<file path="config.mk">
export PLATFORM = sky130hd
export DESIGN_NAME = key_entry_conditioner_flat
export DESIGN_NICKNAME = d
export VERILOG_FILES = /design/src/rtl/key_entry_conditioner_if.sv /design/src/rtl/key_entry_conditioner.sv /design/src/flat_wrapper.sv
export SDC_FILE = /design/constraint.sdc
export NUM_CORES = 1
export LEC_CHECK = 0
export CAP_MARGIN = 20
export CORE_MARGIN = 5
export CORE_UTILIZATION = 45
export CTS_BUF_LIST = sky130_fd_sc_hd__clkbuf_4
export DETAILED_ROUTE_END_ITERATION = 16
export MAX_ROUTING_LAYER = met4
export PLACE_DENSITY = 0.71
export SLEW_MARGIN = 20
export SYNTH_ARGS = -nofsm -noshare
export SYNTH_HDL_FRONTEND = slang
export SYNTH_SLANG_ARGS = --single-unit
</file>
<file path="constraint.sdc">
create_clock -name clk -period 2.3 [get_ports clk]
set_input_delay 0.345 -clock clk [delete_from_list [all_inputs] [get_ports clk]]
set_output_delay 0.345 -clock clk [all_outputs]
set_load 0.02 [all_outputs]
</file>
<file path="src/rtl/key_entry_conditioner_if.sv">
// Bus between the push-button/switch front end and its consumer.
// The master drives the raw board inputs; the slave (the conditioner) returns strobes.
interface key_entry_conditioner_if;
  logic [3:0] buttons_raw;
  logic [3:0] switches_raw;
  logic [3:0] enable;
  logic [3:0] entered_password;
  logic       press_error;
  logic       busy;

  modport master (
    output buttons_raw,
    output switches_raw,
    input  enable,
    input  entered_password,
    input  press_error,
    input  busy
  );

  modport slave (
    input  buttons_raw,
    input  switches_raw,
    output enable,
    output entered_password,
    output press_error,
    output busy
  );
endinterface

</file>
<file path="src/rtl/key_entry_conditioner.sv">
// Synchronise, debounce and arbitrate four push-buttons into one-cycle press strobes.
// Define KEY_ACTIVE_LOW_EN for active-low board keys (switches stay active-high).
module key_entry_conditioner #(
  parameter int DEBOUNCE_CYCLES = 250000,
  parameter int CNT_W           = $clog2(DEBOUNCE_CYCLES + 1)
) (
  input logic                    clk,
  input logic                    rst,
  key_entry_conditioner_if.slave bus
);

`ifdef KEY_ACTIVE_LOW_EN
  localparam logic [3:0] BTN_RELEASED = 4'b1111;
`else
  localparam logic [3:0] BTN_RELEASED = 4'b0000;
`endif

  localparam logic [CNT_W-1:0] CNT_LAST = CNT_W'(DEBOUNCE_CYCLES - 1);

  typedef enum logic [1:0] {IDLE, STROBE, WAIT_REL} state_t;

  logic [7:0]       sync1_q;
  logic [7:0]       sync2_q;
  logic [7:0]       level;
  logic [7:0]       db_q;
  logic [CNT_W-1:0] cnt_q [8];
  logic [3:0]       db_btn;
  logic             one_pressed;
  state_t           state_q;
  logic [3:0]       enable_q;
  logic             press_error_q;
  logic             busy_q;

  // Bits [3:0] are buttons, [7:4] switches; flops reset to the released raw level.
  always_ff @(posedge clk) begin
    if (rst) begin
      sync1_q <= {4'b0000, BTN_RELEASED};
      sync2_q <= {4'b0000, BTN_RELEASED};
    end else begin
      sync1_q <= {bus.switches_raw, bus.buttons_raw};
      sync2_q <= sync1_q;
    end
  end

  assign level = {sync2_q[7:4], sync2_q[3:0] ^ BTN_RELEASED};

  // Counter clears on agreement, so any glitch back to the old level restarts it.
  always_ff @(posedge clk) begin
    if (rst) begin
      db_q <= '0;
      for (int i = 0; i < 8; i++) cnt_q[i] <= '0;
    end else begin
      for (int i = 0; i < 8; i++) begin
        if (level[i] == db_q[i]) begin
          cnt_q[i] <= '0;
        end else if (cnt_q[i] == CNT_LAST) begin
          cnt_q[i] <= '0;
          db_q[i]  <= ~db_q[i];
        end else begin
          cnt_q[i] <= cnt_q[i] + CNT_W'(1);
        end
      end
    end
  end

  assign db_btn      = db_q[3:0];
  assign one_pressed = ($countones(db_btn) == 1);

  always_ff @(posedge clk) begin
    if (rst) begin
      state_q       <= IDLE;
      enable_q      <= '0;
      press_error_q <= 1'b0;
      busy_q        <= 1'b0;
    end else begin
      enable_q      <= '0;
      press_error_q <= 1'b0;
      case (state_q)
        IDLE: begin
          if (one_pressed) begin
            state_q  <= STROBE;
            enable_q <= db_btn;
          end else if (db_btn != 4'b0000) begin
            state_q       <= WAIT_REL;
            press_error_q <= 1'b1;
            busy_q        <= 1'b1;
          end
        end
        STROBE: begin
          state_q <= WAIT_REL;
          busy_q  <= 1'b1;
        end
        WAIT_REL: begin
          if (db_btn == 4'b0000) begin
            state_q <= IDLE;
            busy_q  <= 1'b0;
          end
        end
        default: begin
          state_q <= IDLE;
          busy_q  <= 1'b0;
        end
      endcase
    end
  end

  assign bus.enable           = enable_q;
  assign bus.press_error      = press_error_q;
  assign bus.busy             = busy_q;
  assign bus.entered_password = db_q[7:4];

endmodule
</file>
<file path="src/flat_wrapper.sv">
// flat-port wrapper written by rule: the top's interface ports become plain ports
module key_entry_conditioner_flat 
#(
  parameter int DEBOUNCE_CYCLES = 250000,
  parameter int CNT_W           = $clog2(DEBOUNCE_CYCLES + 1)
)
  (clk, rst, bus_buttons_raw, bus_switches_raw, bus_enable, bus_entered_password, bus_press_error, bus_busy);
  key_entry_conditioner_if bus_i ();
  input logic clk;
  input logic rst;
  input wire logic [$bits(bus_i.buttons_raw)-1:0] bus_buttons_raw;
  input wire logic [$bits(bus_i.switches_raw)-1:0] bus_switches_raw;
  output wire logic [$bits(bus_i.enable)-1:0] bus_enable;
  output wire logic [$bits(bus_i.entered_password)-1:0] bus_entered_password;
  output wire logic [$bits(bus_i.press_error)-1:0] bus_press_error;
  output wire logic [$bits(bus_i.busy)-1:0] bus_busy;
  assign bus_i.buttons_raw = bus_buttons_raw;
  assign bus_i.switches_raw = bus_switches_raw;
  assign bus_enable = bus_i.enable;
  assign bus_entered_password = bus_i.entered_password;
  assign bus_press_error = bus_i.press_error;
  assign bus_busy = bus_i.busy;
  key_entry_conditioner #(.DEBOUNCE_CYCLES(DEBOUNCE_CYCLES), .CNT_W(CNT_W)) u_core (.clk(clk), .rst(rst), .bus(bus_i));
endmodule
</file>
# Word level (Yosys, flattened, before mapping)
# Memories as Yosys holds them, arrays and structs flattened.
# Index checks and enable logic that the tools add are counted.
[op_classes]
add_sub_neg = 11
eq_ne = 23
muxes = 123
bitwise = 42
n_reduce_logical = 15
[op_table]
columns = ["cell", "n"]
rows = [
  ["$mux 18", 24],
  ["$add 18x1->18 const B", 8],
  ["$eq 18x18->1 const B", 8],
  ["$mux 1", 94],
  ["$add 32x32->32", 1],
  ["$eq 32x2->1 const B", 1],
  ["$or 1x1->1", 24],
  ["$not 1->1", 18],
  ["$reduce_and 2->1", 9],
  ["$eq 1x1->1", 8],
  ["$mux 2", 3],
  ["$pmux 2 s3", 1],
  ["$reduce_or 3->1", 2],
  ["$add 1x1->2", 2],
  ["$logic_not 4->1", 1],
  ["$ne 2x1->1 const B", 2],
  ["$reduce_bool 4->1", 1],
  ["$ne 3x1->1 const B", 1],
  ["$pmux 1 s3", 1],
  ["$reduce_and 3->1", 1],
  ["$eq 2x1->1 const B", 1],
  ["$eq 2x2->1 const B", 1],
  ["$logic_not 2->1", 1],
  ["$ne 2x2->1 const B", 1],
]
[totals]
reg_bits = 32
mem_bits_rw = 144
inputBits = 10
memories = 1
[memory_table]
columns = ["name", "depth", "word_bits", "rd", "rd_ports_with_merged_regs", "write_ports", "line", "text"]
rows = [
  ["u_core.cnt_q", 8, 18, 8, 0, 8, "key_entry_conditioner.sv:26", "logic [CNT_W-1:0] cnt_q [8];"],
]

# Logic depth before layout (Yosys ltp)
# Gate-level depths: netlist of the first run.
# An unclocked memory read counts as a cell.
[logic_depth]
depth_word = 8
mapped_depth = 8

# Worst setup path before layout of the first run
# Ideal clock, no wire load.
[synth_path]
kind = "flip-flop to flip-flop"
from = "reg u_core.db_q[2]"
to = "reg u_core.enable_q[0], in the netlist u_core.bus.enable[0]"
setup_ns = 0.060
t_arrival_ns = 2.296
t_required_ns = 2.240
setup_slack_ns = -0.056
path_stages_with_launch = 8
period_less_slack_ns = 2.356
cell_sequence = "dfxtp_1 inv_1 ha_1 ha_1 fa_1 or3b_2 nor4_1 and2_1"
[synth_via]
elab_chain_cells = 5
[synth_lines]
columns = ["item", "line", "text"]
rows = [
  ["start, declared", "key_entry_conditioner.sv:25", "logic [7:0] db_q;"],
  ["start signal, assigned by index", "key_entry_conditioner.sv:58", "db_q[i] <= ~db_q[i];"],
  ["$add 1x1->2 (not written as such)", "key_entry_conditioner.sv:67", "assign one_pressed = ($countones(db_btn) == 1);"],
  ["$add 32x32->32 (not written as such)", "key_entry_conditioner.sv:67", ""],
  ["$eq 32x2->1", "key_entry_conditioner.sv:67", ""],
  ["$not 1->1 (no source line)", "--", ""],
  ["$reduce_or 3->1 (no source line)", "--", ""],
  ["end signal, assigned", "key_entry_conditioner.sv:82", "enable_q <= db_btn;"],
  ["end, declared", "key_entry_conditioner.sv:30", "logic [3:0] enable_q;"],
]
# Every way passes these cells.
# A chain may end at the register's enable or synchronous reset.

# Worst setup path after layout of the first run
[layout_path]
from = "reg u_core.db_q[1]"
to = "reg u_core.enable_q[3], in the netlist u_core.bus.enable[3]"
# Same word-level chain as after synthesis.

==> results.toml, run 1 <==
[outcome]
status = "completed"

[route]
drtIter0Drc = 422
route.detailed.drc = 0
finalWirelength_mm = 16.1
vias_per_cell = 4.77
num_vias = 6446
wl_per_cell_microns = 11.9
ant_nets = 0
dr.pass1.iters = 5

[cells_and_area]
layout_common_cells = "nor2_1 (164), edfxtp_1 (144), conb_1 (144), xnor2_1 (100), nand3_1 (45)"
multi_input_area_sq_um = 4550
syn_to_final_growth_pct = 18.0
finalInstanceArea_sq_um = 10800
ff_latch_area_sq_um = 4970
fin_nets = 1089
drive_gt1_frac = 0.0983
fillers = 1773
final_common_cell = "nor2_1"

[placement]
dp_hpwl_mm = 11.8
port_buffers = 19
placed_area_sq_um = 10400
place_congestion = 0.848

[floorplan]
die_area_sq_um = 23200
design.core.area_sq_um = 20100
start_util = 0.454
dieWidth_microns = 152
die-height_microns = 152
io_pins = 20
row_count = 52

[synth]
netlist_instances = 865
avgSynthCellArea_sq_um = 10.5
synth_top_flop_cell = "edfxtp_1"
ys_seq_elements = 176
synth_cell_types = 52
synth_edf_count = 144
yosysSeqAreaShare = 0.544
ys_warn_count = 0
syn_area_sq_um = 9120
synth_async_sr_flop_share = 0

[timing]
rsz0062_at_grt = "true"
min_period_ns = 2.23
finalHoldViolations = 0
max_freq_mhz = 448
tns_ns = 0
worstMarginPinSlew_ns = 0.579
final_max_slew_viol_count = 0
hold-worst-slack_ns = 0.274
fin_skew_ns = 0.0204
setup_viol = 0
relSlewSlack = 0.609
fin_crit_sh = 0.970

[global_routing]
grt_antenna_before_repair = 1
grt_max_degree = 30
grt_pass1_wl_mm = 28.0
grtUsageTotal = 0.147
overflow = 0
grt_pass1_vias = 6204

[hold_path]
hold_path.class = "in2reg"
holdPathStages = 2

[critical_path]
path_class = "reg2reg"
rr_worst_depth = 7
path_cells = "inv_2 -> ha_4 -> ha_4 -> fa_1 -> or3b_4 -> nor4_4 -> and2_1"
cp_max_fo = 5
critPathLaunchType = "register"
crit_slowest_cell = "fa_1"
max_stage_delay_ns = 0.45
required_ns = 2.80
cpMostUsedCell = "ha_4"
end_kind = "register"
worstPathArrival_ns = 2.73

[pwr]
p_leak_nw = 3.56
power_frac_clock = 0.315
p_sw_frac = 0.235
internal_power_mw = 4.46
power.density_nw_per_um2 = 542
comb_power_share = 0.051
seqPwrFrac = 0.634
vdd_drop_max_uv = 285
power.total_mw = 5.83
p_sw_mw = 1.37

[flow_run]
cap_violations = 0

[clock_network]
clk_pin_slew_ns = 0.14
root_buffer = "clkbuf_4"
cts_tree = "built"
cts_hold_buffers = 0
h-tree-depth = 4
cts_buffers = 17
cts.sinks = 176
clk_latency_ns = 0.56
cts_buffer_depth = 2
[critical path, delay by kind of cell (launching register included)]
kind                     cells  cell delay (ns)
adder cells (fa/ha/maj)      3             0.83
AND/OR/NAND/NOR              3             0.95
buffers and inverters        1             0.04
flip-flops                   1             0.36
[path summary, 6_finish.rpt]
path | startpoint | to | slack [ns]
worst min register to register | u_core.sync1_q[4] | u_core.level[4] | 0.44
worst max register to register | u_core.db_q[1] | u_core.bus.enable[3] | 0.07
worst max-delay path | u_core.db_q[1] | u_core.bus.enable[3] | 0.07
worst min-delay path | rst | u_core.bus.busy | 0.27
[cells by family (layout without fill, tap and decap cells)]
kind of cell	Yosys count	in the layout	synth area share
AND/OR/NAND/NOR	452	452	0.255
flip-flops	176	176	0.544
XOR/XNOR	124	124	0.119
buffers and inverters	49	119	0.0230
AO/OA/AOI/OAI	45	45	0.0342
adder cells (fa/ha/maj)	14	14	0.0200
multiplexers	4	4	0.00453
other	1	146	0.000411
[final cells by class]
| cell class | instances | area share |
|---|---|---|
| diodes | 2 | 0.000465 |
| clock buffers | 18 | 0.0126 |
| clock inverters | 14 | 0.0155 |
| inverters | 32 | 0.0112 |
| multi-input cells | 783 | 0.423 |
| flip-flops and latches | 176 | 0.462 |
| well taps | 270 | 0.0314 |
| repair buffers | 55 | 0.0446 |
[layer usage]
layer	vias up	wire length, microns	GRT usage
met5	-	0	-
met4	0	155	0.0377
met3	12	428	0.0307
met2	72	7540	0.236
met1	2978	7940	0.192
li1	3384	-	-
[power by group through the flow]
| stage | Combinational [mW] | Clock, mW | Sequential, mW |
|---|---|---|---|
| 6_report | 0.296 | 1.84 | 3.70 |
| 5_1_grt | 0.343 | 2.03 | 3.72 |
| 4_1_cts | 0.293 | 1.90 | 3.70 |
| 3_5_place_dp | 0.290 | 0 | 3.77 |
| 3_3_place_gp | 0.286 | 0 | 3.76 |
| 2_1_floorplan | 0.223 | 0 | 3.73 |
[metrics by stage]
stage | util | setup WS [ns] | cells
6_report | 0.535 | 0.0697 | 1350
4_1_cts | 0.532 | 0.0357 | 1347
5_1_grt | 0.535 | -0.0293 | 1350
2_1_floorplan | - | 0.0274 | 1008
3_3_place_gp | 0.517 | -0.0627 | 1315
3_5_place_dp | 0.517 | -0.155 | 1315
[synth_stat cells, drive strengths merged (9+ instances only)]
| library cell | instances | share of area |
|---|---|---|
| or4 | 11 | 0.0099 |
| ha | 13 | 0.018 |
| nor4 | 43 | 0.029 |
| dfxtp | 32 | 0.070 |
| nor2b | 16 | 0.011 |
| nor3 | 33 | 0.018 |
| nand4 | 46 | 0.034 |
| clkbuf | 9 | 0.0037 |
| o21ai | 16 | 0.011 |
| xnor2 | 100 | 0.096 |
| a21oi | 16 | 0.0092 |
| inv | 32 | 0.013 |
| nand3 | 46 | 0.026 |
| or3 | 9 | 0.0062 |
| xor2 | 24 | 0.023 |
| edfxtp | 144 | 0.47 |
| nor2 | 164 | 0.067 |
| nand2 | 42 | 0.017 |
[registers in the layout, indices dropped and copies added, names as in the netlist]
signal	cells
u_core.bus.press_error	1
u_core.bus.busy	1
u_core.bus.enable	4
u_core.db_q	8
u_core.level	8
u_core.cnt_q	144
u_core.state_q	2
u_core.sync1_q	8
[timing repair]
item | in CTS | in global routing
endpoints found under the hold margin | 0 | 0
setup endpoints to repair | 7 | 6
resized for setup | 2 | 13
setup buffers | 0 | 1
pin swaps | 0 | 8
(Power assumes the default switching activity.)
==> run 2: changes to the inputs <==
--- a/config.mk
+++ b/config.mk
@@ -12,6 +12,7 @@
 export DETAILED_ROUTE_END_ITERATION = 16
 export MAX_ROUTING_LAYER = met4
 export PLACE_DENSITY = 0.71
+export REMOVE_ABC_BUFFERS = 1
 export SLEW_MARGIN = 20
 export SYNTH_ARGS = -nofsm -noshare
 export SYNTH_HDL_FRONTEND = slang
==> results.toml, run 2 (synthesis results as in run 1) <==
[outcome]
status = "completed"

[critical_path]
critPathLaunchType = "register"
cp_max_fo = 5
path_class = "reg2reg"
crit_slowest_cell = "fa_1"
r2r-end = "u_core.bus.enable[0]"
required_ns = 2.81
path_cells = "inv_2 -> ha_4 -> ha_2 -> fa_1 -> or3b_4 -> nor4_2 -> buf_4 -> and2_4"
rr_worst_depth = 8
worstPathArrival_ns = 2.69
crit_start = "u_core.db_q[3]"
end_kind = "register"
ff2ff_setup_slack_ns = 0.12
max_stage_delay_ns = 0.47
r2r-start = "u_core.db_q[3]"

[cells_and_area]
ff_latch_area_sq_um = 4970
regMostFlops = "u_core.cnt_q"
layout_common_cells = "nor2_1 (164), edfxtp_1 (144), conb_1 (144), xnor2_1 (100), nand3_1 (45)"
drive_gt1_frac = 0.0973
fin_nets = 1090
largest_register_ff_count = 144
fillers = 1792
finalInstanceArea_sq_um = 10800
multi_input_area_sq_um = 4520
syn_to_final_growth_pct = 18.0
final_common_cell = "nor2_1"

[pwr]
internal_power_mw = 4.58
power.density_nw_per_um2 = 555
p_leak_nw = 3.58
comb_power_share = 0.049
p_sw_frac = 0.234
p_sw_mw = 1.40
vdd_drop_max_uv = 265
seqPwrFrac = 0.619
power_frac_clock = 0.332

[route]
vias_per_cell = 4.80
wl_per_cell_microns = 11.7
dr.pass1.iters = 4
route.detailed.drc = 0
drtIter0Drc = 353
num_vias = 6483
finalWirelength_mm = 15.8
ant_nets = 0

[placement]
place_congestion = 0.793
placed_area_sq_um = 10400
port_buffers = 19
place_ws_ns = -0.0756
dp_hpwl_mm = 11.4

[timing]
relSlewSlack = 0.586
min_period_ns = 2.18
timing.final.ws_setup_ns = 0.116
setup_viol = 0
max_freq_mhz = 458
final_max_slew_viol_count = 0
worstMarginPinSlew_ns = 0.620
fin_crit_sh = 0.949
fin_skew_ns = 0.0182
rsz0062_at_grt = "false"
finalHoldViolations = 0

[clock_network]
cts.sinks = 176
clk_latency_ns = 0.56
clk_pin_slew_ns = 0.15
cts_buffer_depth = 2
cts_buffers = 17
root_buffer = "clkbuf_4"
h-tree-depth = 4
cts_tree = "built"

[global_routing]
grt_max_degree = 28
grt_pass1_wl_mm = 27.8
grt_pass1_vias = 6142
grtUsageTotal = 0.146
grt_antenna_before_repair = 1
overflow = 0

[flow_run]
cap_violations = 0

[floorplan]
design.core.area_sq_um = 20100
start_util = 0.454
io_pins = 20
dieWidth_microns = 152
row_count = 52
die-height_microns = 152
die_area_sq_um = 23200

[hold_path]
min_from = "rst"
hold_path.class = "in2reg"
holdPathStages = 2
whs_endpoint = "u_core.level[5]"
run 2: final cells by class:
type / instances / share of cell area
tap: 270 / 0.0314
inverter: 32 / 0.0112
antenna: 1 / 0.000233
sequential: 176 / 0.462
timing repair buffer: 56 / 0.0442
clock inverter: 15 / 0.0191
clock buffer: 17 / 0.0119
multi-input combinational: 783 / 0.420
run 2: stage by stage:
step / total power [mW] / hold slack, ns / TNS (ns) / instances / util
after detailed placement: 4.06 / 0.420 / -0.356 / 1316 / 0.516
after global routing: 6.28 / 0.242 / 0 / 1350 / 0.535
after floorplan: 3.95 / 0.414 / -0.224 / 991 / -
after global placement: 4.05 / 0.418 / -0.00390 / 1316 / 0.516
final: 5.98 / 0.289 / 0 / 1350 / 0.535
after CTS: 6.06 / 0.242 / 0 / 1349 / 0.535
run 2: repair_timing:
item	CTS	global route
setup buffers	1	0
endpoints found under the setup margin	6	5
pin swaps	7	2
gates resized for setup	13	0
hold buffers	0	0
run 2: worst max path at each step:
stage                                       to  slack (ns)  cells past startpoint
after floorplan           u_core.bus.enable[0]       -0.06                      7
after global placement    u_core.bus.enable[2]      -0.002                      8
after detailed placement  u_core.bus.enable[3]       -0.08                      8
after CTS                 u_core.bus.enable[0]        0.03                      8
after global routing         u_core.state_q[1]        0.02                      8
final                     u_core.bus.enable[0]        0.12                      8
run 2: worst max-delay path: cells and delay by family, from the launching register on:
| family | cells | cell delay (ns) |
|---|---|---|
| fa+ha+maj | 3 | 0.86 |
| buf+inv | 2 | 0.22 |
| flops | 1 | 0.36 |
| simple gates | 3 | 0.69 |
run 2: per-layer routing:
metal / wire (microns) / vias to the layer above / part of all wire / global-route usage
met4: 204 / 0 / 0.013 / 0.0475
met2: 7390 / 83 / 0.47 / 0.227
met1: 7780 / 2995 / 0.49 / 0.193
li1: - / 3386 / - / -
met3: 405 / 19 / 0.026 / 0.0290
met5: 0 / - / 0 / -
run 2: power by group through the flow:
stage | Clock [mW] | Combinational, mW | Sequential [mW]
after floorplan | 0 | 0.211 | 3.73
after global placement | 0 | 0.283 | 3.76
after detailed placement | 0 | 0.286 | 3.77
after CTS | 2.07 | 0.288 | 3.70
after global routing | 2.22 | 0.340 | 3.72
final | 1.99 | 0.292 | 3.70
